**config.mk**
```make
export PLATFORM = sky130hd
export DESIGN_NAME = banner_uart_reporter
export DESIGN_NICKNAME = d
export VERILOG_FILES = /design/src/rtl/banner_uart_reporter.sv
export SDC_FILE = /design/constraint.sdc
export NUM_CORES = 1
export LEC_CHECK = 0
export CAP_MARGIN = 20
export CORE_ASPECT_RATIO = 1.4
export CORE_MARGIN = 2
export CORE_UTILIZATION = 55
export DETAILED_ROUTE_END_ITERATION = 8
export GPL_TIMING_DRIVEN = 1
export PLACE_DENSITY = 0.8
export SLEW_MARGIN = 25
export SYNTH_ARGS = -nofsm -noshare
export SYNTH_HDL_FRONTEND = slang
export SYNTH_SLANG_ARGS = --single-unit
```
**constraint.sdc**
```tcl
create_clock -name clk -period 4.2 [get_ports clk]
set_clock_uncertainty 0.15 [all_clocks]
set_input_delay 0.84 -clock clk [delete_from_list [all_inputs] [get_ports clk]]
set_output_delay 0.84 -clock clk [all_outputs]
set_load 0.1 [all_outputs]
```
**src/rtl/banner_uart_reporter.sv**
```systemverilog
// banner_uart_reporter: snapshots banner digits/status and streams them as an ASCII frame into the UART TX FIFO
module banner_uart_reporter #(
  parameter int PERIOD   = 50_000_000,
  parameter int PERIOD_W = 26,
  parameter bit AUTO     = 1'b0
) (
  input  logic       clk,
  input  logic       rst_n,
  input  logic       req,
  input  logic       en,
  input  logic       dir,
  input  logic [4:0] d5,
  input  logic [4:0] d4,
  input  logic [4:0] d3,
  input  logic [4:0] d2,
  input  logic [4:0] d1,
  input  logic [4:0] d0,
  input  logic       tx_full,
  output logic       wr_uart,
  output logic [7:0] w_data,
  output logic       busy,
  output logic       frame_done
);
  typedef enum logic [2:0] {IDLE, DIGIT, DOT, SEP, STAT, DIRC, CR, LF} state_t;
  state_t state_q, state_d;
  logic [2:0] idx_q, idx_d;
  logic [29:0] snap_q, snap_d;
  logic en_s_q, en_s_d, dir_s_q, dir_s_d;
  logic pending_q, pending_d;
  logic [PERIOD_W-1:0] cnt_q, cnt_d;
  logic wr_q, wr_d;
  logic [7:0] data_q, data_d;
  logic busy_q, busy_d;
  logic done_q, done_d;
  logic lf_q, lf_d;
  logic tick, start, last;
  logic [4:0] digit;
  logic [7:0] asc;
  assign tick    = AUTO && (cnt_q == PERIOD_W'(PERIOD - 1));
  // a new frame waits until the previous frame_done cycle has passed, so a req there lands in pending
  assign start   = (state_q == IDLE) && !busy_q && (req || pending_q || tick);
  assign last    = (idx_q == 3'd0);
  assign digit   = snap_q[5'(idx_q) * 5'd5 +: 5];
  assign asc     = (digit[3:0] < 4'd10) ? 8'h30 + {4'h0, digit[3:0]} : 8'h37 + {4'h0, digit[3:0]};
  assign wr_uart    = wr_q;
  assign w_data     = data_q;
  assign busy       = busy_q;
  assign frame_done = done_q;
  // next-state, byte selection and request bookkeeping
  always_comb begin
    state_d   = state_q;
    idx_d     = idx_q;
    snap_d    = snap_q;
    en_s_d    = en_s_q;
    dir_s_d   = dir_s_q;
    wr_d      = 1'b0;
    data_d    = data_q;
    lf_d      = 1'b0;
    done_d    = lf_q;
    busy_d    = start ? 1'b1 : done_q ? 1'b0 : busy_q;
    pending_d = start ? 1'b0 : (busy_q && (req || tick)) ? 1'b1 : pending_q;
    cnt_d     = !AUTO ? '0 : tick ? '0 : cnt_q + 1'b1;
    if (start) begin
      state_d = DIGIT;
      idx_d   = 3'd5;
      snap_d  = {d5, d4, d3, d2, d1, d0};
      en_s_d  = en;
      dir_s_d = dir;
    end else if (state_q != IDLE && !tx_full) begin
      wr_d = 1'b1;
      lf_d = (state_q == LF);
      case (state_q)
        DIGIT: begin
          data_d  = asc;
          state_d = digit[4] ? DOT : last ? SEP : DIGIT;
          idx_d   = (digit[4] || last) ? idx_q : idx_q - 3'd1;
        end
        DOT: begin
          data_d  = 8'h2E;
          state_d = last ? SEP : DIGIT;
          idx_d   = last ? idx_q : idx_q - 3'd1;
        end
        SEP: begin
          data_d  = 8'h20;
          state_d = STAT;
        end
        STAT: begin
          data_d  = en_s_q ? 8'h47 : 8'h50;
          state_d = DIRC;
        end
        DIRC: begin
          data_d  = dir_s_q ? 8'h52 : 8'h4C;
          state_d = CR;
        end
        CR: begin
          data_d  = 8'h0D;
          state_d = LF;
        end
        default: begin
          data_d  = 8'h0A;
          state_d = IDLE;
        end
      endcase
    end
  end
  // state and output registers
  always_ff @(posedge clk or negedge rst_n) begin
    if (!rst_n) begin
      state_q   <= IDLE;
      idx_q     <= '0;
      snap_q    <= '0;
      en_s_q    <= 1'b0;
      dir_s_q   <= 1'b0;
      pending_q <= 1'b0;
      cnt_q     <= '0;
      wr_q      <= 1'b0;
      data_q    <= 8'h00;
      busy_q    <= 1'b0;
      done_q    <= 1'b0;
      lf_q      <= 1'b0;
    end else begin
      state_q   <= state_d;
      idx_q     <= idx_d;
      snap_q    <= snap_d;
      en_s_q    <= en_s_d;
      dir_s_q   <= dir_s_d;
      pending_q <= pending_d;
      cnt_q     <= cnt_d;
      wr_q      <= wr_d;
      data_q    <= data_d;
      busy_q    <= busy_d;
      done_q    <= done_d;
      lf_q      <= lf_d;
    end
  end
endmodule

```
# Yosys cells after proc, flatten, opt, wreduce, memory -nomap -nowiden
# Index checks and enable logic that the tools add are counted.
[op_classes]
n_addsub = 3
mul = 1
order_cmp = 1
eq_ne = 9
n_shift = 1
mux = 22
bitwise = 1
reduce_logical = 17
[op_table]
columns = ["op", "n"]
rows = [
  ["one-hot mux 7 bit (6 select lines)", 1],
  ["variable part select 30 x 6 -> 5 bit", 1],
  ["two-way mux 3 bit", 7],
  ["one-hot mux 3 bit (6 select lines)", 1],
  ["adder 6 x 4 -> 7 bit, first input constant", 2],
  ["== test 3 bit, second input constant", 4],
  ["two-way mux 5 bit", 2],
  ["two-way mux 1 bit", 8],
  ["two-way mux 7 bit", 1],
  ["== test 3 x 2 -> 1 bit, second input constant", 2],
  ["logical NOT 3 bit", 2],
  ["!= test 3 bit, second input constant", 2],
  ["one-hot mux 3 bit (2 select lines)", 1],
  ["nonzero test 2 bit", 3],
  ["nonzero test 3 bit", 2],
  ["multiplier 3 x 3 -> 5 bit, second input constant", 1],
  ["logical AND 1 bit", 4],
  ["less-than comparator 4 bit, second input constant", 1],
  ["AND reduction 4 bit", 1],
  ["== test 3 x 1 -> 1 bit, second input constant", 1],
  ["subtractor 3 x 1 -> 3 bit, second input constant", 1],
  ["logical NOT 1 bit", 2],
  ["logical OR 1 bit", 2],
  ["two-way mux 2 bit", 1],
  ["other kinds (2)", 2],
]
[totals]
ff_bits = 51
inputBits = 36
out_inout_bits = 11

# Longest topological paths before layout
# Gate-level depths: netlist (run 1).
[depth]
word_depth = 7
ltp_mapped = 12

# Least setup slack after synthesis (run 1)
# No wires, ideal clock.
[synth_path]
kind = "register to register"
start = "register idx_q[0]"
end = "register data_q[4] (netlist: w_data[4])"
arrival_time_ns = 2.745
setup_slack_ns = 1.181
stages_incl_launch_ff = 13
n_path_buf = 1
period_less_slack_ns = 3.019
path_cell_list = "dfrtp_1 -> ha_1 -> ha_1 -> xnor2_1 -> buf_2 -> a31oi_1 -> a22o_1 -> a222oi_1 -> inv_1 -> ha_1 -> o21ai_1 -> a21oi_1 -> a211o_1"
[synth_via]
elab_chain_len = 5
[synth_lines]
columns = ["element", "line", "source"]
rows = [
  ["start: declaration", "26", "logic [2:0] idx_q, idx_d;"],
  ["start signal: assignment", "123", "idx_q <= idx_d;"],
  ["multiplier 3 x 3 -> 5 bit (*)", "43", "assign digit = snap_q[5'(idx_q) * 5'd5 +: 5];"],
  ["variable part select 30 x 6 -> 5 bit (*)", "43", ""],
  ["adder 6 x 4 -> 7 bit or less-than comparator 4 bit (tied branches)", "44", "assign asc = (digit[3:0] < 4'd10) ? 8'h30 + {4'h0, digit[3:0]} : 8'h37 + {4'h0, digit[3:0]};"],
  ["two-way mux 7 bit (*)", "44", ""],
  ["one-hot mux 7 bit (6 select lines) (*)", "72", "case (state_q)"],
  ["end signal: assignment", "130", "data_q <= data_d;"],
  ["end: declaration", "32", "logic [7:0] data_q, data_d;"],
]
# Mark *: on every way between the ends. The rest lies on a longest branch, timed or not.
# A chain may end at the register's enable or synchronous reset.

# Worst setup path after layout (run 1)
[layout_path]
start = "register idx_q[2]"
end = "register data_q[4] (netlist: w_data[4])"
# The elaborated chain is that of the path after synthesis.

==> results.md, run 1 <==
- The flow ran to the end, and the final reports show no timing, DRC or antenna violations.
- Once routing completed, OpenROAD measured the worst setup slack at 801.3 ps.
- The number of antenna violations at the first check in global routing is 0.
- For this configuration, the core starts out at a cell density of 0.5762.
- The share of the Yosys chip area taken by registers is 0.3678.
- The slowest stage of the critical path is the ha_1 cell.
- The die covers 6839 µm².
- Among all cell types in the netlist, the one instantiated most often is nand2_1.
- Once placement completed, the tool counted placed cells totaling 442.
- The setup slack on the worst flop-to-flop path is 800 ps.
- The initialized floorplan defines 33 standard-cell rows.
- The number of antenna repair diodes is 0.
- The critical path goes through ha_1, ha_1, mux4_2, mux2i_1, a22o_1, a222oi_1, inv_1, ha_1, o21ai_1, a21oi_1, a211o_1.
- The setup violation total in the final timing report is 0.
- Once detail routing completed, the nets flagged for antenna violations numbered 0.
- The weighted congestion at the end of routability-driven global placement is 0.9285.
- The post-synthesis average cell area is 9.832 µm².
- The leakage component of the power is 1.746 nW.
- Synthesis inferred 50 register bits.
- Setup repair after global routing left no endpoint under its margin.
- For this run, design rule violations remaining after detail routing come to 0.
- After detailed routing, the number of vias per cell comes to 6.067.
- The aggregate global-route resource usage is 0.2223.
- The worst-path maximum fanout is 13.
- The layout filler cell count is 511.
- Ranked by instance count, the synthesized netlist is headed by 111 x nand2_1, 50 x dfrtp_1, 15 x mux4_1, 13 x clkbuf_1, 12 x o21ai_0.
- The maximum level of the CTS H-tree is 2.
- The region available for standard cell placement spans 5904 µm².
- The x dimension of the die is 70.47 µm.
- The classification of the worst setup path is reg -> reg.
- The area added between synthesis and finish is 13.79%.
- The kind of cell with the highest combined delay along the critical path is compound AO/OA/AOI/OAI gates.
- In this run the clock root is driven by a clkbuf_8.
- Timing analysis after detailed placement gives a worst setup slack of 871.0 ps.
- The number of buffers on the longest clock path is 2.
- STA classifies the critical path endpoint as a flop.
- The total negative slack is 0 ps.
- The synthesized netlist occupies a cell area of 3402 µm².
- The class of the most critical hold timing path is reg -> reg.
- The leading area contributor after synthesis is dfrtp_1.
- The hold-fix buffer count after cts is 0.
- The most used flip-flop cell after synthesis is dfrtp_1.
- The smallest clock period supported by the final layout is computed as 3399 ps.
- The global route total overflow is 0.
- The combined area of the multi-input logic cells is 1923 µm².
- The first global-routing pass estimated 12280 µm of wire.
- The number of buffers created by CTS is 5.
- Sorting the synthesized cells by area gives the leading types as dfrtp_1 37%, nand2_1 12%, mux4_1 12%.
- When the netlist entered floorplanning its net count stood at 387.
- The placed wire-length estimate after detailed placement is 5315 µm.
- The warning count from the yosys run is 0.
- The total number of nets in the final design is 420.
- The number of enable flip-flop cells after synthesis is 0.
- The sequential cells in the finished layout cover a total of 1251 µm².
- The count of TritonRoute iterations in the first routing pass is 5.
- In this run, post-CTS repair resized a total of 0 instances.
- Data on the critical path is required at its endpoint by 4250 ps.
- The share of synthesized area in the top cell type comes to 0.3678.
- After clock tree synthesis, the setup repair step added 0 buffers.
- At the worst endpoint, the arrival time is 3450 ps.
- The maximum number of pins on one net before global-route repair is 51.
- During I/O placement, the number of pins put on the boundary was 47.
- The number of clock sinks seen by CTS is 50.
- IR analysis of the VDD net gives a maximum drop of 0.3902 mV.
- The maximum clock frequency is 294.2 MHz.
- The count of input and output buffers is 45.
- The detailed router's first-iteration violation count is 145.
- The die is 97.06 µm tall.
- The period utilization is 0.8092.
- The final wirelength is 7234 µm.
- The worst pin sits at a relative slew slack of 0.3472.
- The cell area reported after detailed placement is 3792 µm².
- Of the cells placed in the final design, the portion with a size suffix greater than 1 is 0.08971.
- The final count of pins violating max slew is 0.
- The power per unit of standard cell area is 876.1 nW/µm².
- The number of different library cells used by synthesis comes to 57.
- The async set-reset flop share out of synthesis is 1.000.
- After technology mapping, the gate count stands at 346.
- The final design instance area without fill is 3871 µm².
- The number of hold violations in the final report was 0.
- At the pin with the least slew margin, the transition time is 976.2 ps.
- Summing over every cut layer, the via total after detailed routing is 2724.
- The via count of the first global-routing pass is 2557.
- The kind of start point of the critical path is a flop.
- After clock tree synthesis, the clock-pin slew on the worst setup and hold paths is 90 ps.
- The later pin in the worst-skew pair is clocked with a latency of 300 ps.
- The critical path's most frequent cell is ha_1.
- The number of cells in the finished layout apart from fillers is 449.
- The number of buffer and inverter instances along the worst setup path is 1.
- The total power of the final layout is 0.003392 W.
- Max-cap violations in this run came to 0.
- On the worst path, the slowest cell contributes a delay of 560 ps.
- In the final routed layout, each cell accounts on average for 16.11 µm.
- The CTS tree is built.
==> sequential cells by signal, indices dropped and copies added (netlist names) <==
register    count
pending_q       1
busy            1
snap_q         30
frame_done      1
w_data          7
done_d          1
dir_s_q         1
wr_uart         1
idx_q           3
en_s_q          1
state_q         3
==> path summary, 6_finish.rpt <==
check                           startpoint    endpoint  cells past startpoint
worst max register to register    idx_q[2]   w_data[4]                     11
min in group asynchronous            rst_n   w_data[3]                      1
worst min register to register      done_d  frame_done                      0
worst max-delay path              idx_q[2]   w_data[4]                     11
max in group asynchronous            rst_n  snap_q[11]                      1
worst min-delay path                done_d  frame_done                      0
==> stage by stage <==
step / hold slack (ps) / util
3_5_place_dp: 193.4 / 0.6423
3_3_place_gp: 185.9 / 0.6419
5_1_grt: 222.8 / 0.6556
6_report: 210.0 / 0.6556
4_1_cts: 214.2 / 0.6556
2_1_floorplan: 181.2 / -
==> logic make-up after synthesis <==
| group | after synthesis | synth area share |
|---|---|---|
| buf+inv | 36 | 0.06840 |
| xor+xnor | 6 | 0.01545 |
| compound gates | 60 | 0.1276 |
| fa+ha+maj | 5 | 0.01839 |
| other cells | 1 | 0.001102 |
| mux | 37 | 0.2163 |
| simple gates | 151 | 0.1850 |
| flops | 50 | 0.3678 |
==> cells in the final DEF (no fill, tap or decap), types with 2 or more instances in the layout <==
cell,instances
o21ai_0,12
o21ai_1,3
buf_4,6
mux2i_1,9
clkdlybuf4s50_1,44
nor2b_1,4
nor3_1,3
xnor2_1,5
o211ai_1,4
or3_1,2
clkbuf_8,5
dfrtp_1,50
a21o_1,2
nand2_1,111
o32a_1,2
mux2_2,3
a221oi_2,2
a221oi_1,2
inv_1,11
a21oi_1,10
mux4_1,15
nand4_1,2
nor3_2,2
nor2_1,11
mux4_2,9
clkinv_2,2
nand3_1,11
o22ai_1,2
a31oi_1,5
a2111oi_2,2
ha_1,5
==> routing by layer <==
metal,routed length [µm],global-route usage,vias up
li1,-,-,1308
met1,2886,0.2829,1318
met2,3872,0.3846,77
met3,271,0.03216,21
met4,204,0.07544,0
met5,0,0,-
==> report_power, final <==
part           leakage (nW)  internal, W  total (W)  switching, W
clock                0.0438     0.000112   0.000270      0.000158
combinational          1.08     0.000906    0.00219       0.00128
sequential            0.621     0.000688   0.000934      0.000246
total                  1.75      0.00171    0.00339       0.00169
==> final cells by class <==
type / count / area share
clock buffers: 5 / 0.01778
flip-flops and latches: 50 / 0.3232
multi-input cells: 260 / 0.4968
inverters: 12 / 0.01164
clock inverters: 2 / 0.002586
repair buffers: 50 / 0.1254
well taps: 70 / 0.02262
No activity file was read; power rests on OpenSTA's default activity.
==> inputs of run 2 (changes only) <==
Settings changed: CORE_UTILIZATION 55 to 50, PLACE_DENSITY 0.8 to 0.77.
Clock period 4.2 ns to 3.04 ns, I/O delays scaled along.
==> run 2 against run 1 <==
Net effect:
- worst setup slack got worse by 680 ps
- cell area rose by 3.4%
- combinational power rose by 51%
- highest routed layer unchanged
==> results.md, run 2 (synthesized netlist as in run 1, its figures left out) <==
- The combined area of the multi-input logic cells came to 1957 µm² (+1.8%).
- The number of flip-flops under the largest register name is 30 (unchanged).
- The average wire per standard cell was 16.30 µm (+1.1%).
- The number of buffer and inverter instances along the worst setup path came to 1 (unchanged).
- The number of placed cells counting well taps was 458 (+3.6%).
- The leakage component of the power came to 1.833 nW (+5.0%).
- The total internal power was 0.002549 W (+49%).
- The family with the most delay on the worst path is compound AO/OA/AOI/OAI gates.
- The number of clock sinks seen by CTS is 50 (unchanged).
- The via count of the first global-routing pass was 2592 (+1.4%).
- The signal on the critical path passes through buf_8, mux2_2, a221oi_2, o21ai_0, a21oi_2, ha_2, a221oi_1, o32a_1.
- The x dimension of the die is 73.72 µm (+4.6%).
- The flow ran to the end, and the final reports show no timing, DRC or antenna violations.
- The count of standard-cell rows is 35 (+6.1%).
- The placed wire-length estimate after detailed placement is 5565 µm (+4.7%).
- The effective utilization at floorplan is 0.5179 (-0.05828).
- The kind of start point of the critical path is a flop.
- The data required time of the critical path is 3130 ps (-1120 ps).
- The number of antenna repair diodes is 0 (unchanged).
- The largest register by flop count is snap_q.
- The worst setup path is captured at a flop.
- The root buffer cell chosen for the clock tree is clkbuf_8.
- The maximum clock frequency came to 342.5 MHz (+16%).
- The total number of nets in the final design is 434 (+3.3%).
- The power per unit of standard cell area is 1245 nW/µm² (+42%).
- The worst-case vdd ir drop is 0.4651 mV (+19%).
- The global route total overflow is 0 (unchanged).
- The final count of pins violating max slew is 0 (unchanged).
- The remaining routing DRC violations was 0 (unchanged).
- The detailed router's first-iteration violation count is 138 (-4.8%).
- The total negative slack is 0 ps (unchanged).
- The total area of sequential cells is 1251 µm² (unchanged).
- The slew of the pin with the lowest slew margin was 616.9 ps (-359.3 ps).
- The number of buffers created by CTS was 5 (unchanged).
- The clock input transition at the sequential cells of the worst setup and hold paths was 90 ps (about the same).
- The number of hold violations in the final report came to 0 (unchanged).
- The shortest clock period the worst path allows after layout is 2920 ps (-478.9 ps).
- The data arrival time of the critical path is 3010 ps (-440 ps).
- The wire length of the first global-routing pass is 12250 µm (-0.17%).
- The vias per cell is 5.931 (-2.2%).
- Among all stages on the critical path, the largest delay is contributed by dfrtp_1.
- The setup slack on the worst flop-to-flop path is 120 ps (-680 ps).
- The commonest non-fill, non-tap cell in the layout is nand2_1.
- The aggregate global-route resource usage was 0.2098 (-0.01254).
- The floorplan die area is 7489 µm² (+9.5%).
- The critical path's largest stage delay was 430 ps (-130 ps).
- The clock latency reported for the late side of the worst-skew pair was 310 ps (about the same).
- The final wirelength is 7610 µm (+5.2%).
- The path length in cells of the critical path is 8 (-3).
- The layout filler cell count is 574 (+12%).
- The critical path is of the reg -> reg type.
- The worst-case reg-to-reg path depth is 8 (-3).
- The count of maximum capacitance violations came to 0 (unchanged).
- The sequential group share of total power is 0.261 (-0.014).
- The maximum level of the CTS H-tree was 2 (unchanged).
- The number of nets still failing antenna checks after routing is 0 (unchanged).
- The number of vias in the routed layout is 2770 (+1.7%).
- The worst register-to-register path begins at idx_q[0].
- The count of input and output buffers is 45 (unchanged).
- The number of cells in the finished layout apart from fillers is 467 (+4.0%).
- The height of the die came to 101.6 µm (+4.7%).
- The min-delay analysis places its worst path in the category reg -> reg.
- The combinational power share came to 0.662 (+0.017).
- The setup violation total in the final timing report is 0 (unchanged).
- The switching share of power came to 0.4887 (-0.008231).
- The number of antenna violations at the first check in global routing is 0 (unchanged).
- The worst-case headroom to the max-slew limit is 0.5888 (+0.2416).
- The switching power came to 0.002436 W (+45%).
- The most critical setup path has its endpoint at w_data[1].
- The maximum number of pins on one net before global-route repair was 51 (unchanged).
- Compared with the post-synthesis result, the final layout area differs by 17.65%.
- The count of TritonRoute iterations in the first routing pass is 4 (-1).
- In the layout the commonest cells are 111 x nand2_1, 50 x dfrtp_1, 34 x clkdlybuf4s50_1, 27 x buf_4, 15 x mux4_1.
- The share of total power in the clock network is 0.077 (-0.003).
- The number of buffers on the longest clock path is 2 (unchanged).
- The critical path startpoint is idx_q[0].
- The number of placed I/O pins is 47 (unchanged).
- The worst register-to-register path ends at w_data[1].
- The CTS tree is built.
- The hold-fix buffer count after cts is 0 (unchanged).
- The worst-path maximum fanout is 29 (+16).
- The ratio of cells with drive above 1 in the final layout is 0.1628 (+0.07314).
- The weighted congestion at the end of routability-driven global placement is 0.9264 (-0.23%).
- The core footprint came to 6569 µm² (+11%).
- The period utilization was 0.9605 (+0.1513).
-- run 2: cell count changes in the layout (fill, tap and decap cells not counted), sizes merged --
| cell | previous run | this run |
|---|---|---|
| buf | 6 | 30 |
| clkinv | 3 | 2 |
| clkdlybuf4s50 | 44 | 34 |
| inv | 11 | 12 |
-- run 2: power groups by stage --
stage	Sequential, W	Combinational (W)	Clock (W)
detailed placement	0.00130	0.00315	0
global route	0.00135	0.00355	0.000420
finish	0.00130	0.00330	0.000384
floorplan	0.00156	0.00221	0
global placement	0.00128	0.00311	0
CTS	0.00129	0.00317	0.000395
-- run 2: how the worst min path moves through the flow --
stage	start	endpoint	slack, ps	cells after the start
after floorplan	rst_n	busy	160	0
after global placement	done_d	frame_done	190	0
after detailed placement	done_d	frame_done	190	0
after CTS	done_d	frame_done	210	0
after global routing	done_d	frame_done	220	0
final	done_d	frame_done	210	0
-- run 2: final cells by class --
| cell class | instances | area share |
|---|---|---|
| Inverter | 12 | 0.01125 |
| Tap cell | 74 | 0.02313 |
| Multi-Input combinational cell | 260 | 0.4889 |
| Clock inverter | 2 | 0.003439 |
| Clock buffer | 5 | 0.01719 |
| Sequential cell | 50 | 0.3126 |
| Timing Repair Buffer | 64 | 0.1435 |
-- run 2: routing by layer --
metal | share of wire | routed length (µm) | vias up | track usage
met4 | 0.037 | 280 | 0 | 0.08811
met2 | 0.53 | 4022 | 76 | 0.3750
li1 | - | - | 1335 | -
met3 | 0.031 | 237 | 24 | 0.02786
met5 | 0 | 0 | - | 0
met1 | 0.40 | 3069 | 1335 | 0.2482
-- run 2: what timing repair did --
| action | in CTS | in global routing |
|---|---|---|
| endpoints found under the setup margin | 1 | 4 |
| pin swaps | 0 | 2 |
| buffers inserted | 0 | 2 |
| cloned | 0 | 0 |
| gates resized for setup | 1 | 9 |
-- run 2: stage by stage --
stage	area (µm²)	setup slack, ps	utilization	power (W)	hold slack (ps)
after detailed placement	3860	14.01	0.5876	0.004449	190.3
after CTS	3945	13.82	0.6006	0.004853	211.9
final	4003	120.2	0.6093	0.004984	207.9
after floorplan	3402	21.30	-	0.003765	162.4
after global routing	4003	-25.91	0.6093	0.005324	218.4
after global placement	3860	90.36	0.5876	0.004386	188.7
==> inputs of run 3 (changes only) <==
Settings changed: CORE_UTILIZATION 50 to 55, PLACE_DENSITY 0.77 to 0.8, REMOVE_ABC_BUFFERS from default to 1.
Clock period 3.04 ns to 3.2 ns, I/O delays scaled along.
==> run 3 against run 2 <==
Net effect:
- power fell by 6.0%
- count of clock-buffer cells in the layout rose by 3
- sequential power fell by 5%
- critical path type unchanged
==> results.md, run 3 (synthesized netlist as in run 1, its figures left out) <==
- The number of hold violations in the final report came to 0 (unchanged).
- The count of input and output buffers was 45 (unchanged).
- The ratio of cells with drive above 1 in the final layout was 0.1418 (-0.02110).
- The critical path goes through buf_4, mux4_1, a22oi_1, a31oi_1, a21oi_2, ha_1, a221oi_1, o32a_1.
- The combinational power share came to 0.645 (-0.017).
- The number of buffers created by CTS is 5 (unchanged).
- The leakage component of the power is 1.811 nW (-1.2%).
- The final core area utilization is 0.6718 (+0.06242).
- The count of maximum capacitance violations came to 0 (unchanged).
- The core footprint was 5904 µm² (-10%).
- The worst-case headroom to the max-slew limit is 0.5858 (-0.002956).
- The number of buffers on the longest clock path came to 2 (unchanged).
- The count of TritonRoute iterations in the first routing pass is 4 (unchanged).
- The number of antenna violations at the first check in global routing is 0 (unchanged).
- The largest register by flop count is snap_q.
- The wire length of the first global-routing pass was 13060 µm (+6.6%).
- The vias per cell was 5.937 (about the same).
- The critical path's largest stage delay is 630 ps (+200 ps).
- The x dimension of the die was 70.47 µm (-4.4%).
- The data required time of the critical path is 3290 ps (+160 ps).
- The total internal power is 0.002412 W (-5.4%).
- The global route total overflow was 0 (unchanged).
- The maximum level of the CTS H-tree is 2 (unchanged).
- The number of clock sinks seen by CTS came to 50 (unchanged).
- The sequential group share of total power is 0.264 (+0.003).
- Leaving out fill and tap cells, the most frequent cells in the layout are 111 x nand2_1, 50 x dfrtp_1, 34 x clkdlybuf4s50_1, 23 x buf_4, 15 x mux4_1.
- The maximum number of pins on one net before global-route repair is 51 (unchanged).
- The number of cells in the finished layout apart from fillers is 458 (-1.9%).
- The shortest clock period the worst path allows after layout was 2984 ps (+64.47 ps).
- The clock input transition at the sequential cells of the worst setup and hold paths is 90 ps (about the same).
- The worst-case vdd ir drop is 0.4613 mV (-0.82%).
- The run finished with clean final reports.
- Relative to the synthesized area, the layout overhead comes to 16.59%.
- The weighted congestion at the end of routability-driven global placement is 0.8810 (-4.9%).
- The setup violation total in the final timing report is 0 (unchanged).
- The remaining routing DRC violations is 0 (unchanged).
- The floorplan die area is 6839 µm² (-8.7%).
- The critical path is of the reg -> reg type.
- The final wirelength is 7633 µm (+0.30%).
- The maximum clock frequency is 335.1 MHz (-2.2%).
- Setup repair after global routing left no endpoint under its margin.
- The number of placed cells counting well taps is 449 (-2.0%).
- The power per unit of standard cell area is 1181 nW/µm² (-5.1%).
- The cell chosen for the clock root is clkbuf_8.
- The slew of the pin with the lowest slew margin was 621.3 ps (+4.434 ps).
- The class of the most critical hold timing path is in -> async.
- The period utilization is 0.9326 (-0.02788).
- The clock latency reported for the late side of the worst-skew pair is 300 ps (about the same).
- The switching power is 0.002274 W (-6.6%).
- The aggregate global-route resource usage was 0.2357 (+0.02596).
- The number of antenna repair diodes is 0 (unchanged).
- The final count of pins violating max slew is 0 (unchanged).
- The share of total power in the clock network is 0.091 (+0.014).
- The number of vias in the routed layout is 2719 (-1.8%).
- The average wire per standard cell was 16.67 µm (+2.3%).
- The number of placed I/O pins is 47 (unchanged).
- The commonest non-fill, non-tap cell in the layout is nand2_1.
- The number of flip-flops under the largest register name came to 30 (unchanged).
- The hold-fix buffer count after cts is 0 (unchanged).
- The placed wire-length estimate after detailed placement was 5610 µm (+0.80%).
- The number of nets still failing antenna checks after routing is 0 (unchanged).
- The CTS tree is built.
- The via count of the first global-routing pass is 2716 (+4.8%).
- The switching share of power was 0.4853 (-0.003378).
- The setup slack on the worst flop-to-flop path is 220 ps (+100 ps).
- The count of standard-cell rows is 33 (-5.7%).
- The detailed router's first-iteration violation count was 116 (-16%).
- The total power of the final layout is 0.004686 W (-6.0%).
- The height of the die is 97.06 µm (-4.5%).
- The master of the slowest instance on the critical path is mux4_1.
- The worst setup path is launched from a flop.
- The worst hold slack across all endpoints is 205.6 ps (-2.227 ps).
- The data arrival time of the critical path is 3070 ps (+60 ps).
- The worst-path maximum fanout is 29 (unchanged).
- The endpoint type of the worst setup path is a flop.
- The total number of nets in the final design is 428 (-1.4%).
- The effective utilization at floorplan came to 0.5762 (+0.05828).
[run 3: cell count changes in the layout (fill, tap and decap cells not counted), sizes merged]
cell	change
buf	-6
clkbuf	+3
clkinv	-1
inv	-1
[run 3: through the flow]
| step | setup WS (ps) | TNS, ps | area (µm²) |
|---|---|---|---|
| 2_1_floorplan | -615.8 | -2777 | 3214 |
| 3_3_place_gp | 171.5 | 0 | 3830 |
| 3_5_place_dp | 74.45 | 0 | 3832 |
| 4_1_cts | 37.17 | 0 | 3943 |
| 5_1_grt | 21.04 | 0 | 3966 |
| 6_report | 215.7 | 0 | 3966 |
[run 3: critical path, delay by kind of cell, from the launching register on]
| family | cells | cell delay (ps) |
|---|---|---|
| compound gates | 5 | 1100 |
| fa+ha+maj | 1 | 290 |
| buf+inv | 1 | 380 |
| flops | 1 | 370 |
| mux | 1 | 630 |
[run 3: final cells by class]
class / count / area, µm²
sequential: 50 / 1251
fill: 499 / 1938
inverter: 12 / 45.04
multi-input combinational: 260 / 1939
tap: 70 / 87.58
clock buffer: 8 / 110.1
timing repair buffer: 58 / 533.0
[run 3: what timing repair did]
item,4_1_cts,5_1_grt
gates resized for setup,0,3
setup endpoints to repair,0,2
buffers inserted,0,1
[run 3: metal layers]
layer,vias to the layer above,wire length [µm],global-route usage
li1,1324,-,-
met1,1303,3023,0.2841
met2,75,4147,0.4311
met3,17,275,0.03112
met4,0,187,0.06953
met5,-,0,0
[run 3: worst paths after layout]
kind	from	to	cells after the start
max	idx_q[0]	w_data[1]	8
min reg2reg	done_d	frame_done	0
min	rst_n	snap_q[26]	1
max reg2reg	idx_q[0]	w_data[1]	8
min in group clk	done_d	frame_done	0
max in group asynchronous	rst_n	snap_q[11]	1
[run 3: power groups by stage]
stage | Combinational (W) | Sequential (W) | Clock, W
floorplan | 0.00178 | 0.00160 | 0
global placement | 0.00291 | 0.00123 | 0
detailed placement | 0.00297 | 0.00124 | 0
CTS | 0.00298 | 0.00123 | 0.000433
global route | 0.00330 | 0.00129 | 0.000458
finish | 0.00302 | 0.00124 | 0.000427
